[config.mk]
export PLATFORM = sky130hd
export DESIGN_NAME = geiger_frame_scheduler
export DESIGN_NICKNAME = d
export VERILOG_FILES = /design/src/rtl/geiger_frame_scheduler_pkg.sv /design/src/rtl/geiger_pulse_counter.sv /design/src/rtl/geiger_frame_scheduler.sv
export SDC_FILE = /design/constraint.sdc
export NUM_CORES = 1
export LEC_CHECK = 0
export ABC_AREA = 1
export ABC_CLOCK_PERIOD_IN_PS = 4250
export CORE_ASPECT_RATIO = 1.2
export CORE_UTILIZATION = 65
export DETAILED_ROUTE_END_ITERATION = 6
export PLACE_DENSITY = 0.83
export SYNTH_ARGS = -nofsm -noshare
export SYNTH_HDL_FRONTEND = slang
export SYNTH_SLANG_ARGS = --single-unit
[constraint.sdc]
create_clock -name CLK_1MHZ -period 4.25 [get_ports CLK_1MHZ]
set_input_delay 0.85 -clock CLK_1MHZ [delete_from_list [all_inputs] [get_ports CLK_1MHZ]]
set_output_delay 0.85 -clock CLK_1MHZ [all_outputs]
set_load 0.02 [all_outputs]
[src/rtl/geiger_frame_scheduler_pkg.sv]
// rtl/geiger_frame_scheduler_pkg.sv - shared frame layout, FSM states and byte mux for the geiger readout
package geiger_frame_scheduler_pkg;

    localparam logic [7:0] SYNC_BYTE_DEF = 8'hA5;
    localparam int         FRAME_LEN     = 9;
    localparam int         FRAME_CNT_W   = 24;

    localparam logic [3:0] IDX_SYNC  = 4'd0;
    localparam logic [3:0] IDX_SEQ   = 4'd1;
    localparam logic [3:0] IDX_A_HI  = 4'd2;
    localparam logic [3:0] IDX_A_MID = 4'd3;
    localparam logic [3:0] IDX_A_LO  = 4'd4;
    localparam logic [3:0] IDX_B_HI  = 4'd5;
    localparam logic [3:0] IDX_B_MID = 4'd6;
    localparam logic [3:0] IDX_B_LO  = 4'd7;
    localparam logic [3:0] IDX_CHK   = 4'(FRAME_LEN - 1);

    typedef enum logic {
        ST_IDLE = 1'b0,
        ST_SEND = 1'b1
    } state_t;

    // Byte at a given frame position; chk is the running XOR of bytes 1..7.
    function automatic logic [7:0] frame_byte(
        input logic [3:0]             idx,
        input logic [7:0]             sync,
        input logic [7:0]             seq,
        input logic [FRAME_CNT_W-1:0] a,
        input logic [FRAME_CNT_W-1:0] b,
        input logic [7:0]             chk
    );
        case (idx)
            IDX_SYNC:  frame_byte = sync;
            IDX_SEQ:   frame_byte = seq;
            IDX_A_HI:  frame_byte = a[23:16];
            IDX_A_MID: frame_byte = a[15:8];
            IDX_A_LO:  frame_byte = a[7:0];
            IDX_B_HI:  frame_byte = b[23:16];
            IDX_B_MID: frame_byte = b[15:8];
            IDX_B_LO:  frame_byte = b[7:0];
            default:   frame_byte = chk;
        endcase
    endfunction

endpackage

[src/rtl/geiger_pulse_counter.sv]
// rtl/geiger_pulse_counter.sv - tube input synchroniser, rising-edge detect and saturating counter
module geiger_pulse_counter #(
    parameter int CNT_W = 24
) (
    input  logic             clk,
    input  logic             resetn,
    input  logic             pulse,
    input  logic             clear,
    output logic [CNT_W-1:0] cnt
);

    // [0],[1] are the synchroniser pair, [2] is the previous synchronised level
    logic [2:0]       sync_q;
    logic             edge_det;
    logic [CNT_W-1:0] cnt_q;
    logic [CNT_W-1:0] cnt_nxt;

    assign edge_det = sync_q[1] & ~sync_q[2];
    assign cnt      = cnt_q;

    // An edge arriving on the clear cycle belongs to the new window.
    always_comb begin
        cnt_nxt = cnt_q;
        if (clear) begin
            cnt_nxt = {{(CNT_W-1){1'b0}}, edge_det};
        end else if (edge_det && (cnt_q != {CNT_W{1'b1}})) begin
            cnt_nxt = cnt_q + {{(CNT_W-1){1'b0}}, 1'b1};
        end
    end

    always_ff @(posedge clk) begin
        if (!resetn) begin
            sync_q <= '0;
            cnt_q  <= '0;
        end else begin
            sync_q <= {sync_q[1:0], pulse};
            cnt_q  <= cnt_nxt;
        end
    end

endmodule

[src/rtl/geiger_frame_scheduler.sv]
// rtl/geiger_frame_scheduler.sv - window timer, count snapshot and 9-byte frame serialiser
module geiger_frame_scheduler
    import geiger_frame_scheduler_pkg::*;
#(
    parameter int         WINDOW_TICKS = 1000000,
    parameter int         CNT_W        = FRAME_CNT_W,
    parameter logic [7:0] SYNC_BYTE    = SYNC_BYTE_DEF
) (
    input  logic       CLK_1MHZ,
    input  logic       NSYSRESET,
    input  logic       GEIGER_A,
    input  logic       GEIGER_B,
    output logic [7:0] D,
    output logic       BYTE_VALID,
    input  logic       BYTE_READY,
    output logic       BUSY,
    output logic       OVERRUN
);

    localparam int TW = $clog2(WINDOW_TICKS);

    state_t           state_q, state_d;
    logic [TW-1:0]    timer_q;
    logic             wend;
    logic             clear_cnt;
    logic [CNT_W-1:0] cnt_a, cnt_b;
    logic [CNT_W-1:0] snap_a_q, snap_a_d, snap_b_q, snap_b_d;
    logic [3:0]       idx_q, idx_d, idx_inc;
    logic [7:0]       seq_q, seq_d, chk_q, chk_d, d_q, d_d, next_byte;
    logic             valid_q, valid_d, ovr_q, ovr_d;

    geiger_pulse_counter #(.CNT_W(CNT_W)) u_cnt_a (
        .clk    (CLK_1MHZ),
        .resetn (NSYSRESET),
        .pulse  (GEIGER_A),
        .clear  (clear_cnt),
        .cnt    (cnt_a)
    );

    geiger_pulse_counter #(.CNT_W(CNT_W)) u_cnt_b (
        .clk    (CLK_1MHZ),
        .resetn (NSYSRESET),
        .pulse  (GEIGER_B),
        .clear  (clear_cnt),
        .cnt    (cnt_b)
    );

    assign wend      = (timer_q == TW'(WINDOW_TICKS - 1));
    assign idx_inc   = idx_q + 4'd1;
    assign next_byte = frame_byte(idx_inc, SYNC_BYTE, seq_q, snap_a_q, snap_b_q, chk_q);

    assign D          = d_q;
    assign BYTE_VALID = valid_q;
    assign BUSY       = (state_q == ST_SEND);
    assign OVERRUN    = ovr_q;

    always_comb begin
        state_d   = state_q;
        idx_d     = idx_q;
        seq_d     = seq_q;
        chk_d     = chk_q;
        d_d       = d_q;
        valid_d   = valid_q;
        snap_a_d  = snap_a_q;
        snap_b_d  = snap_b_q;
        clear_cnt = 1'b0;
        ovr_d     = 1'b0;
        case (state_q)
            ST_IDLE: begin
                if (wend) begin
                    clear_cnt = 1'b1;
                    snap_a_d  = cnt_a;
                    snap_b_d  = cnt_b;
                    idx_d     = IDX_SYNC;
                    chk_d     = 8'h00;
                    d_d       = SYNC_BYTE;
                    valid_d   = 1'b1;
                    state_d   = ST_SEND;
                end
            end
            ST_SEND: begin
                // Window ends mid-frame: counters keep running into the next window.
                ovr_d = wend;
                if (BYTE_READY) begin
                    if (idx_q == IDX_CHK) begin
                        valid_d = 1'b0;
                        seq_d   = seq_q + 8'd1;
                        state_d = ST_IDLE;
                    end else begin
                        idx_d = idx_inc;
                        d_d   = next_byte;
                        if (idx_inc != IDX_CHK) begin
                            chk_d = chk_q ^ next_byte;
                        end
                    end
                end
            end
            default: state_d = ST_IDLE;
        endcase
    end

    always_ff @(posedge CLK_1MHZ) begin
        if (!NSYSRESET) begin
            state_q  <= ST_IDLE;
            timer_q  <= '0;
            idx_q    <= '0;
            seq_q    <= '0;
            chk_q    <= '0;
            d_q      <= '0;
            valid_q  <= 1'b0;
            ovr_q    <= 1'b0;
            snap_a_q <= '0;
            snap_b_q <= '0;
        end else begin
            state_q  <= state_d;
            timer_q  <= wend ? '0 : timer_q + TW'(1);
            idx_q    <= idx_d;
            seq_q    <= seq_d;
            chk_q    <= chk_d;
            d_q      <= d_d;
            valid_q  <= valid_d;
            ovr_q    <= ovr_d;
            snap_a_q <= snap_a_d;
            snap_b_q <= snap_b_d;
        end
    end

endmodule

==> metrics.csv <==
stage;metric;value;unit
worst_setup_path;critical_path.max_fanout;27;
global_routing;grt_pass1_wl;31100;um
global_routing;grt_pass1_vias;6562;
synthesis;ys_seq_area_frac;0.393;
synthesis;syn_area;7790;um^2
synthesis;synthTopCellsByCount;329 x nand2_1, 153 x dfxtp_1, 102 x nor2_1;
clock_tree;ctsHoldBuffers;0;
worst_setup_path;crit_path_top_delay_cell;clkdlybuf4s50_1;
synthesis;yosys_warnings;0;
drt;routed_via_density;5.77;
clock_tree;cts_setup_buffers;0;
clock_tree;cts_resized;0;
worst_setup_path;crit_type;input pin to flop;
clock_tree;insertion_delay;0.43;ns
pwr;vdd_drop_max;232;uV
global_routing;grt_max_degree;57;
clock_tree;path_clk_slew;0.06;ns
drt;dr_total_vias;7299;
drt;drt_first_pass_iters;7;
place;portBuffers;15;
floorplanning;ios;16;
drt;routed_wl;18700;um
timing;rsz0062_at_grt;no;
synthesis;synth_nets;1125;
floorplanning;dieHeight;122;um
worst_setup_path;critPathRequiredTime;4.61;ns
worst_setup_path;worstSetupEndpointType;flop;
synthesis;synth_flop_cell;dfxtp_1;
drt;ant_nets;0;
clock_tree;root_buffer;clkbuf_16;
worst_setup_path;slowest_delay;0.86;ns
floorplanning;die-area;12400;um^2
floorplanning;start_util;0.670;
worst_setup_path;worstSetupStartpointType;input pin;
synthesis;synth_top_area_cell;dfxtp_1;
pwr;p_leak;0.00326;uW
worst_setup_path;path_cells;clkdlybuf4s50_1 -> inv_1 -> o21ai_4 -> buf_4 -> nand2_1 -> o21ai_2;
place;place_inst;1236;
global_routing;grt-ovfl-total;0;
place;gp_congestion;1.01;
timing;clock_skew;0.00595;ns
layout;fin_cells;1266;
status;failed_checks;DRC;
status;run_status;complete, but fails checks;
layout;diodes;0;
synthesis;syn_avg_cell_area;7.01;um^2
min_path;hp-class;flop to flop;
worst_setup_path;worstPathArrival;3.27;ns
layout;finalNetCount;1112;
global_routing;antenna_found_initial;0;
pwr;p_per_area;372;nW/um^2
clock_tree;cts_buffers;17;
clock_tree;clk_path_buf_depth;2;
synthesis;synth_edf_count;0;
synthesis;ys_ff_latch;153;
timing;max_slew_margin;0.462;
timing;max_freq;0.343;GHz
clock_tree;clkSinkCount;153;
timing;setup_viol;0;
synthesis;async_flop_share;0;
timing;slew_violations;0;
timing;worstMarginPinSlew;0.804;ns
synthesis;synth.area.top_cells;dfxtp_1 39%, nand2_1 16%, nand4_1 6.2%, nor2_1 4.9%, a21oi_1 4.7%;
layout;areaGrowthSynthToFinish;8.74;%
floorplanning;chipWidth;102;um
timing;fin_crit;2.91;ns
timing;fin_crit_sh;0.685;
worst_setup_path;r2r_slack;1.55;ns
global_routing;grt_util_all_layers;0.323;
timing;final_hold_viol_count;0;
clock_tree;htree_levels;4;
drt;post-route-drc-count;4;
layout;drive_gt1_frac;0.0757;
synthesis;yosysTopAreaCellShare;0.393;
clock_tree;cts_tree;built;
floorplanning;core_area;11600;um^2
job;maxCapViolations;0;
timing;finalSetupTns;0;ns
synthesis;synth.most_common_cell;nand2_1;
drt;wire_per_inst;14.8;um
floorplanning;rows;43;
drt;drt_iter0_drc;571;
place;dp_hpwl;12500;um
synthesis;synthCells;1111;
synthesis;ys_types;41;
-- flip-flops by register name, summed over array words and instances (netlist names) --
signal / count
BYTE_VALID: 1
u_cnt_a.sync_q: 3
OVERRUN: 1
chk_q: 8
D: 8
snap_b_q: 24
snap_a_q: 24
seq_q: 8
idx_q: 4
u_cnt_b.cnt: 24
u_cnt_b.sync_q: 3
timer_q: 20
u_cnt_a.cnt: 24
BUSY: 1
-- worst paths after layout --
path	from	end	cells after the start
max reg2reg	idx_q[0]	chk_q[2]	11
min reg2reg	u_cnt_a.sync_q[0]	u_cnt_a.sync_q[1]	2
min	u_cnt_a.sync_q[0]	u_cnt_a.sync_q[1]	2
max	NSYSRESET	snap_a_q[21]	6
-- power by group --
group          switching (uW)  leakage [uW]  internal [uW]
clock network             576      0.000310           1060
registers                6.25       0.00123           1440
logic                    45.9       0.00172           15.0
total                     628       0.00326           2520
-- layout make-up --
cell class,count,area [um^2]
flip-flops and latches,153,3060
clock buffers,22,464
fillers,954,3150
repair buffers,19,180
multi-input cells,809,4030
clock inverters,8,169
inverters,98,368
well taps,157,196
-- metrics by stage --
stage	instance area [um^2]	total power [uW]	hold slack, ns	setup WS [ns]	utilization
after floorplan	7790	1530	0.390	2.32	-
after global placement	7830	1540	0.406	0.897	0.674
after detailed placement	7830	1540	0.405	0.858	0.674
after CTS	8470	3160	0.422	1.33	0.729
after global routing	8470	3230	0.453	1.09	0.729
final	8470	3150	0.419	1.34	0.729
-- cells by family after synthesis --
| family | Yosys count | synth area share |
|---|---|---|
| fa+ha+maj | 9 | 0.0145 |
| flops | 153 | 0.393 |
| buf+inv | 149 | 0.0910 |
| simple gates | 632 | 0.367 |
| compound gates | 130 | 0.0918 |
| xor+xnor | 38 | 0.0427 |
-- cell usage in the layout (no fill, tap or decap), types with 3 or more instances in the layout --
cell / Yosys / final
a21oi_1: 73 / 73
and3_1: 3 / 3
buf_4: 6 / 4
bufinv_16: 0 / 5
clkbuf_1: 14 / 3
clkbuf_16: 0 / 17
clkdlybuf4s50_1: 0 / 15
dfxtp_1: 153 / 153
ha_1: 9 / 9
inv_1: 84 / 84
inv_2: 14 / 14
nand2_1: 329 / 329
nand2_2: 5 / 5
nand3_1: 49 / 49
nand3_2: 3 / 3
nand3b_1: 4 / 4
nand4_1: 77 / 77
nor2_1: 102 / 102
nor2_2: 4 / 4
nor3_1: 32 / 32
nor3_2: 5 / 5
nor4_1: 6 / 6
o21ai_0: 27 / 27
o21ai_1: 13 / 12
o21ai_2: 11 / 11
or2_2: 3 / 3
xnor2_1: 8 / 8
xor2_1: 30 / 30
-- metal layers --
layer  GRT usage  part of all wire  vias to the layer above
met5           0                 0                        -
met4       0.179             0.039                        0
met3      0.0597             0.057                       61
met2       0.519              0.48                      272
met1       0.406              0.43                     3344
li1            -                 -                     3622
-- worst max-delay path: cells and delay by family --
kind            cells  cell delay (ns)
simple gates        1             0.12
compound gates      2             0.56
buf+inv             3             1.72
(Power assumes the default switching activity.)
